File: config.mk
export PLATFORM = sky130hd
export DESIGN_NAME = sys_controller
export DESIGN_NICKNAME = d
export VERILOG_FILES = /design/src/rtl/sys_controller_pkg.sv /design/src/rtl/sys_ctrl_cnt.sv /design/src/rtl/sys_controller.sv
export SDC_FILE = /design/constraint.sdc
export NUM_CORES = 1
export LEC_CHECK = 0
export CAP_MARGIN = 20
export CORE_ASPECT_RATIO = 0.8
export CORE_UTILIZATION = 48
export CTS_CLUSTER_DIAMETER = 30
export DETAILED_ROUTE_END_ITERATION = 7
export PLACE_DENSITY = 0.82
export SYNTH_ARGS = -nofsm -noshare
export SYNTH_HDL_FRONTEND = slang
export SYNTH_HIERARCHICAL = 1
export SYNTH_SLANG_ARGS = --single-unit
File: constraint.sdc
create_clock -name clk_i -period 3.75 [get_ports clk_i]
set_clock_uncertainty 0.1 [all_clocks]
set_input_delay 1.125 -clock clk_i [delete_from_list [all_inputs] [get_ports clk_i]]
set_output_delay 1.125 -clock clk_i [all_outputs]
set_load 0.01 [all_outputs]
File: src/rtl/sys_controller_pkg.sv
// Shared configuration for the systolic-array controller: array geometry, datapath widths
// and the controller FSM state type.
package Config;

  localparam int unsigned sys_rows   = 6;
  localparam int unsigned sys_cols   = 3;
  localparam int unsigned W_BITWIDTH = 8;
  localparam int unsigned P_BITWIDTH = 32;

  typedef enum logic [2:0] {
    StIdle,
    StLoadW,
    StStream,
    StDrain,
    StDone
  } ctrl_state_e;

endpackage

File: src/rtl/sys_ctrl_cnt.sv
// Clearable up-counter with enable and a terminal-count compare against a run-time value.
module sys_ctrl_cnt #(
  parameter int unsigned Width = 4
) (
  input  logic             clk_i,
  input  logic             rst_ni,
  input  logic             clr_i,
  input  logic             en_i,
  input  logic [Width-1:0] tc_val_i,
  output logic [Width-1:0] cnt_o,
  output logic             tc_o
);

  logic [Width-1:0] cnt_q, cnt_d;

  always_comb begin
    cnt_d = cnt_q;
    if (clr_i) begin
      cnt_d = '0;
    end else if (en_i) begin
      cnt_d = cnt_q + Width'(1);
    end
  end

  always_ff @(posedge clk_i or negedge rst_ni) begin
    if (!rst_ni) begin
      cnt_q <= '0;
    end else begin
      cnt_q <= cnt_d;
    end
  end

  assign cnt_o = cnt_q;
  assign tc_o  = (cnt_q == tc_val_i);

endmodule

File: src/rtl/sys_controller.sv
// Job sequencer for a systolic array: weight load, activation stream, result drain.
// Define WEIGHT_REUSE_EN to add reuse_w_i, letting a job skip the weight load.
module sys_controller
  import Config::*;
#(
  parameter  int unsigned MAX_VEC = 256,
  localparam int unsigned VEC_W   = $clog2(MAX_VEC + 1),
  localparam int unsigned ROW_W   = $clog2(sys_rows)
) (
  input  logic             clk_i,
  input  logic             rst_ni,
  input  logic             start_i,
  input  logic             abort_i,
`ifdef WEIGHT_REUSE_EN
  input  logic             reuse_w_i,
`endif
  input  logic [VEC_W-1:0] num_vectors_i,
  output logic             ready_o,
  output logic             busy_o,
  output logic             w_load_en_o,
  output logic [ROW_W-1:0] w_row_sel_o,
  output logic             act_valid_o,
  output logic [VEC_W-1:0] act_idx_o,
  output logic             res_valid_o,
  output logic [VEC_W-1:0] res_idx_o,
  output logic             done_o
);

  localparam int unsigned LAT = sys_rows + sys_cols - 1;

  ctrl_state_e      state_q, state_d;
  logic [VEC_W-1:0] n_q, n_d;
  logic [LAT-2:0]   pipe_q, pipe_d;
  logic ready_q, ready_d, w_load_en_q, w_load_en_d, act_valid_q, act_valid_d;
  logic res_valid_q, res_valid_d, done_q, done_d;
  logic row_tc, act_tc, res_tc, skip_load;
  logic [ROW_W-1:0] row_cnt;
  logic [VEC_W-1:0] act_cnt, res_cnt;

`ifdef WEIGHT_REUSE_EN
  logic wl_q, wl_d;
  assign skip_load = reuse_w_i & wl_q;

  always_comb begin
    wl_d = wl_q;
    if (state_q == StLoadW) begin
      if (abort_i) begin
        wl_d = 1'b0;
      end else if (row_tc) begin
        wl_d = 1'b1;
      end
    end
  end

  always_ff @(posedge clk_i or negedge rst_ni) begin
    if (!rst_ni) begin
      wl_q <= 1'b0;
    end else begin
      wl_q <= wl_d;
    end
  end
`else
  assign skip_load = 1'b0;
`endif

  always_comb begin
    state_d = state_q;
    n_d     = n_q;
    unique case (state_q)
      StIdle: begin
        if (start_i && !abort_i) begin
          n_d = num_vectors_i;
          if (skip_load) begin
            state_d = (num_vectors_i == '0) ? StDone : StStream;
          end else begin
            state_d = StLoadW;
          end
        end
      end
      StLoadW:  if (row_tc) state_d = (n_q == '0) ? StDone : StStream;
      StStream: if (act_tc) state_d = StDrain;
      StDrain:  if (res_valid_q && res_tc) state_d = StDone;
      StDone:   state_d = StIdle;
      default:  state_d = StIdle;
    endcase
    if (abort_i) state_d = StIdle;
  end

  // Outputs are decoded from the next state so they line up with state_q in the same cycle.
  always_comb begin
    ready_d     = (state_d == StIdle);
    w_load_en_d = (state_d == StLoadW);
    act_valid_d = (state_d == StStream);
    done_d      = (state_d == StDone);
    pipe_d      = (state_d == StIdle) ? '0 : ((pipe_q << 1) | (LAT - 1)'(act_valid_q));
    res_valid_d = pipe_q[LAT-2] && (state_d != StIdle);
  end

  always_ff @(posedge clk_i or negedge rst_ni) begin
    if (!rst_ni) begin
      state_q     <= StIdle;
      n_q         <= '0;
      pipe_q      <= '0;
      ready_q     <= 1'b1;
      w_load_en_q <= 1'b0;
      act_valid_q <= 1'b0;
      res_valid_q <= 1'b0;
      done_q      <= 1'b0;
    end else begin
      state_q     <= state_d;
      n_q         <= n_d;
      pipe_q      <= pipe_d;
      ready_q     <= ready_d;
      w_load_en_q <= w_load_en_d;
      act_valid_q <= act_valid_d;
      res_valid_q <= res_valid_d;
      done_q      <= done_d;
    end
  end

  sys_ctrl_cnt #(.Width(ROW_W)) u_row_cnt (
    .clk_i    (clk_i),
    .rst_ni   (rst_ni),
    .clr_i    (state_d != StLoadW),
    .en_i     (state_q == StLoadW),
    .tc_val_i (ROW_W'(sys_rows - 1)),
    .cnt_o    (row_cnt),
    .tc_o     (row_tc)
  );

  sys_ctrl_cnt #(.Width(VEC_W)) u_act_cnt (
    .clk_i    (clk_i),
    .rst_ni   (rst_ni),
    .clr_i    (state_d != StStream),
    .en_i     (state_q == StStream),
    .tc_val_i (n_q - VEC_W'(1)),
    .cnt_o    (act_cnt),
    .tc_o     (act_tc)
  );

  // Results span STREAM and DRAIN; the count advances on each issued result.
  sys_ctrl_cnt #(.Width(VEC_W)) u_res_cnt (
    .clk_i    (clk_i),
    .rst_ni   (rst_ni),
    .clr_i    (!(state_d == StStream || state_d == StDrain)),
    .en_i     (res_valid_q),
    .tc_val_i (n_q - VEC_W'(1)),
    .cnt_o    (res_cnt),
    .tc_o     (res_tc)
  );

  assign ready_o     = ready_q;
  assign busy_o      = ~ready_q;
  assign w_load_en_o = w_load_en_q;
  assign w_row_sel_o = row_cnt;
  assign act_valid_o = act_valid_q;
  assign act_idx_o   = act_cnt;
  assign res_valid_o = res_valid_q;
  assign res_idx_o   = res_cnt;
  assign done_o      = done_q;

endmodule
# After elaboration in Yosys (flattened, before gate mapping)
# Index checks and enable logic that the tools add are counted.
# word_totals
out_inout_bits	27
input_bits	13
reg_bits	45
word_cells	56
# classes
n_addsub	4
n_eq_ne	13
n_reduce_logical	12
muxes	14
n_bitwise	2
# op_table
cell	n
$mux W9	4
$mux W3	8
$add A9 B1 Y9 const B	2
$eq A9 B9 Y1	2
$eq A3 B2 Y1 const B	4
$pmux W3 S4	1
$logic_not A9 Y1	1
$sub A9 B1 Y9 const B	1
$mux W7	1
$or A7 B1 Y7	1
$eq A3 B1 Y1 const B	2
$eq A3 B3 Y1 const B	2
$logic_not A3 Y1	2
$reduce_bool A2 Y1	2
$add A3 B1 Y3 const B	1
$logic_and A1 B1 Y1	3
$ne A3 B1 Y1 const B	1
$ne A3 B2 Y1 const B	1
$reduce_bool A3 Y1	1
$ne A2 B2 Y1 const B	1
$reduce_and A2 Y1	1
$logic_not A1 Y1	1
$logic_or A1 B1 Y1	1
$not A1 Y1	1

# Depth between registers and ports, before layout
# logic_depth
word_depth	9
depth_mapped	14
mapped_depth_nobuf	13

# Cells and area by module
# The synthesis kept the hierarchy.
# by_module_without_submodules
mod	area_each_um2	cells_per_inst	n_inst	seq_area_each_um2
sys_controller	1152.4	100	1	601.8
sys_ctrl_cnt at u_act_cnt ...	543.0	55	2	225.2
sys_ctrl_cnt at u_row_cnt	176.4	15	1	75.1

# Least setup slack after synthesis
# OpenSTA, ideal clock, no wires.
# synth_timing
path_kind	reg-to-reg
from	register n_q[2]
to	register u_act_cnt.cnt_q[6], in the netlist u_act_cnt/cnt_o[6]
path_stages_with_launch	14
setup_ns	0.077
required_ns	3.573
synth_period_minus_slack_ns	3.532
arrival_time_ns	3.354
setup_slack_ns	0.218
path_buffers	1
path_cell_list	dfrtp_1 -> or4_1 -> nor4_1 -> xor2_1 -> xnor2_1 -> nand4_1 -> nor4_1 -> nand3_1 -> and3_1 -> o211ai_1 -> buf_4 -> o2111ai_2 -> or3_1 -> a21oi_1
# synth_between
elab_chain_cells	8
elab_cells_between_ends	14
classes_between	add/sub: 1; eq/ne: 3; mux: 7; reduce/logical: 3
# synth_rtl
item	line	source
from (decl)	sys_controller.sv:32	logic [VEC_W-1:0] n_q, n_d;
from (signal assigned)	sys_controller.sv:111	n_q <= n_d;
$sub A9 B1 Y9 (*)	sys_controller.sv:147	.tc_val_i (n_q - VEC_W'(1)),
$eq A9 B9 Y1 (*)	sys_ctrl_cnt.sv:34	assign tc_o = (cnt_q == tc_val_i);
named net res_tc	sys_controller.sv:36	logic row_tc, act_tc, res_tc, skip_load;
$logic_and A1 B1 Y1 (*)	sys_controller.sv:82	StDrain: if (res_valid_q && res_tc) state_d = StDone;
$mux W3 (*)	sys_controller.sv:82	
$pmux W3 S4 (*)	sys_controller.sv:69	unique case (state_q)
$mux W3 (*)	sys_controller.sv:86	if (abort_i) state_d = StIdle;
$ne A3 B2 Y1 (*)	sys_controller.sv:134	.clr_i (state_d != StStream),
$mux W9 or $reduce_bool A2 Y1 (tied branches)	n/a	
to (signal assigned)	sys_ctrl_cnt.sv:29	cnt_q <= cnt_d;
to (decl)	sys_ctrl_cnt.sv:14	logic [Width-1:0] cnt_q, cnt_d;
# The timed path passes the listed nets; every way through them passes the cells marked *.
# A chain may end at the register's enable or synchronous reset.

# Worst setup path after layout
# layout_timing
from	register n_q[3]
to	register u_act_cnt.cnt_q[7], in the netlist u_act_cnt/cnt_o[7]
# Same word-level chain as after synthesis.

==> out/results.ini <==
[run_status]
run_status=finished, final reports clean

[drt]
dr_total_vias=1900
avgViaCountPerCell=5.605
ant_nets=0
routedWlPerCell_um=15.19
drtIter0Drc=118
post-route-drc-count=0
initial_drt_pass_iterations=6
detail_route.wirelength_um=5151

[power]
total_leakage_power_nw=1.221
power_per_cell_area_mw_per_mm2=344.4
pwr-share-seq_pct=50.8
switchingPower_mw=0.3129
power.internal_mw=0.7446
logic_gate_share_of_total_power_pct=20.4
pwr-share-clk_pct=28.9
power.ir.vdd_worst_mv=0.2156
swShare_pct=29.59

[sta]
setup_tns_ps=0
worstMarginPinSlew_ps=892.7
timing.final.max_slew_violations=0
finalSetupViolCount=0
timing.final.crit_period_ps=3630
final.period_utilization_pct=96.80
worst_slew_slack_as_a_fraction_of_its_limit_pct=40.36
report.final.hold_viol_count=0
timing.fmax_mhz=275.5

[yosys]
ys.warnings.count=6
asyncSetResetFlopFracSynth_pct=100.0
ys_types=46
synth_enable_flop_cells=0
synth_top_area_share_pct=45.60
syn-cell-area_sq_mm=0.002415
synth_seq_cells=45
instance_count_of_the_mapped_netlist=225
synth_area_per_cell_sq_um=10.73
postSynth.topFlopCell=dfrtp_1
synthTopCellsByArea=dfrtp_1 46%, xnor2_1 8.0%, xor2_1 5.1%
seq_area_frac_synth_pct=46.68
synth_top_area_cell=dfrtp_1

[place]
gp_congestion=0.8967
post_dp_cell_area_sq_mm=0.002913
port_buffers=39
hpwl_um=3667

[grt]
overflow=0
grt_antenna_before_repair=0
global_route.usage.total_pct=21.41
grt_first_pass_wirelength_um=8583
grt_start_max_net_pins=46
first_global_vias=1873

[cts]
clock_insertion_delay_at_the_later_pin_of_the_skew_report_ps=300
clkSlewWorstSetupHoldPaths_ps=90
max-clock-path-buffers=2
cts_htree_levels=2
cts-buffers-inserted=5
cts_tree=yes
clock-root-buffer=clkbuf_8
numClockSinks=45

[setup_path]
worstPathMaxFanout=4
critical_path_rt_ps=3890
timing.reg2reg.worst_path_depth=13
crit_start_category=flip-flop
worst_path_max_stage_delay_ps=610
critical_path.cell_chain=or4_1, nor4_2, xor2_1, xnor2_1, nand4_1, nor4_4, nand3_1, and3_1, o211ai_1, buf_4, o211ai_2, or4_1, a21oi_1
crit_path_capture_type=flip-flop
crit_arrival_ps=3770
critical-path-top-cell-by-count=or4_1
r2r-end=u_act_cnt/cnt_o[7]$_DFFE_PN0P_
timing.setup.critical_path_class=flip-flop to flip-flop
timing.reg2reg.setup_slack_ps=120
crit_path_top_delay_cell=or4_1
launching_point_of_the_worst_reg2reg_path=n_q[3]$_DFFE_PN0P_

[floorplanning]
die_area_sq_mm=0.005320
placeableCoreArea_sq_mm=0.004707
floorplan.rows=22
die-width_um=81.30
boundaryPins=40
initial_utilization_pct=51.30
die_height_um=65.44

[layout]
n_fill_cell=368
finalInstanceArea_sq_mm=0.003070
drive_above_1_share_pct=16.85
sequential_cell_area_sq_mm=0.001127
flow.area_growth_from_synthesis_pct=27.15
multi_input_comb_area_sq_mm=0.001262
num_antenna_cells=0
most-common-layout-cells=44 x dfrtp_1, 38 x clkdlybuf4s50_1, 22 x xnor2_1
most_common_cell_after_layout_fill_and_taps_aside=dfrtp_1
final_nets=296

[min_path]
holdPathEnd=pipe_q[4]$_DFF_PN0_
min-delay-path-class=flip-flop to flip-flop
holdCritStartpoint=pipe_q[3]$_DFF_PN0_
holdPathStages=1

[flow_run]
maxCapViolations=0

==> metal layers <==
metal | GRT usage (%) | part of all wire, % | vias up
li1 | - | - | 901
met4 | 5.580 | 1.2 | 0
met5 | 0 | 0 | -
met3 | 5.417 | 4.1 | 9
met2 | 35.21 | 48 | 64
met1 | 27.97 | 47 | 926
==> worst max-delay path, delay by kind of cell, from the launching register on <==
kind	cells	cell delay [ps]
buf+inv	1	160
simple gates	7	2050
xor+xnor	2	420
flops	1	380
compound gates	3	450
==> worst max path at each step <==
stage	from	to	slack (ps)
finish	n_q[3]$_DFFE_PN0P_	u_act_cnt/cnt_o[7]$_DFFE_PN0P_	120
CTS	n_q[3]$_DFFE_PN0P_	u_act_cnt/cnt_o[7]$_DFFE_PN0P_	60
global route	n_q[1]$_DFFE_PN0P_	u_act_cnt/cnt_o[7]$_DFFE_PN0P_	-30
detailed placement	n_q[3]$_DFFE_PN0P_	u_act_cnt/cnt_o[7]$_DFFE_PN0P_	-0.3
global placement	n_q[3]$_DFFE_PN0P_	u_act_cnt/cnt_o[7]$_DFFE_PN0P_	190
floorplan	n_q[2]$_DFFE_PN0P_	u_act_cnt/cnt_o[6]$_DFFE_PN0P_	220
==> layout make-up <==
class                   instances  share of cell area (%)
repair buffers                 51                   15.89
clock inverters                 3                  0.7335
multi-input cells             168                   41.12
inverters                       7                  0.8557
well taps                      60                   2.445
clock buffers                   5                   2.241
flip-flops and latches         45                   36.72
==> cells by family after synthesis <==
| kind of cell | share of synthesized area [%] |
|---|---|
| flip-flops | 46.68 |
| AND/OR/NAND/NOR | 18.34 |
| multiplexers | 5.441 |
| XOR/XNOR | 13.06 |
| buffers and inverters | 2.487 |
| other | 0.3110 |
| adder cells (fa/ha/maj) | 2.591 |
| AO/OA/AOI/OAI | 11.09 |
==> flip-flops by register name (all words and copies together) (netlist names) <==
name	cells
n_q	9
u_row_cnt/cnt_o	3
u_act_cnt/cnt_o	9
act_valid_o	1
done_o	1
u_res_cnt/cnt_o	9
w_load_en_o	1
pipe_q	7
res_valid_o	1
ready_o	1
state_q	3
==> per-stage QoR <==
stage	utilization [%]	total power [mW]	setup WS [ps]	cells	hold slack, ps
finish	65.23	1.057	120.0	339	351.1
global route	65.23	1.102	-29.96	339	368.2
floorplan	-	0.6707	218.2	226	327.7
global placement	61.88	0.7336	185.8	328	332.6
CTS	63.96	1.043	60.79	336	353.9
detailed placement	61.88	0.7414	-0.3462	328	332.9
==> cells in the mapped netlist, types with 4 or more instances <==
library cell,number
o21ai_0,5
xnor2_1,22
nand3_1,8
mux2_2,9
and2_1,8
a21oi_1,10
nor2_1,17
o31ai_1,5
nand4_1,8
nor4_1,4
xor2_1,14
or3_1,4
dfrtp_1,44
ha_1,5
or4_1,5
inv_1,5
nand2_1,11
==> power by group through the flow <==
stage,clock network (mW),logic (mW),registers (mW)
after floorplan,0,0.133,0.538
after global placement,0,0.193,0.541
after detailed placement,0,0.198,0.544
after CTS,0.307,0.201,0.534
after global routing,0.331,0.231,0.540
final,0.305,0.215,0.537
==> what timing repair did <==
item | 4_1_cts | 5_1_grt
resized for setup | 1 | 4
setup buffers | 0 | 2
pin swaps | 0 | 1
hold buffers | 0 | 0
setup endpoints to repair | 1 | 8
Note: power is estimated with default switching activity, not from simulation.
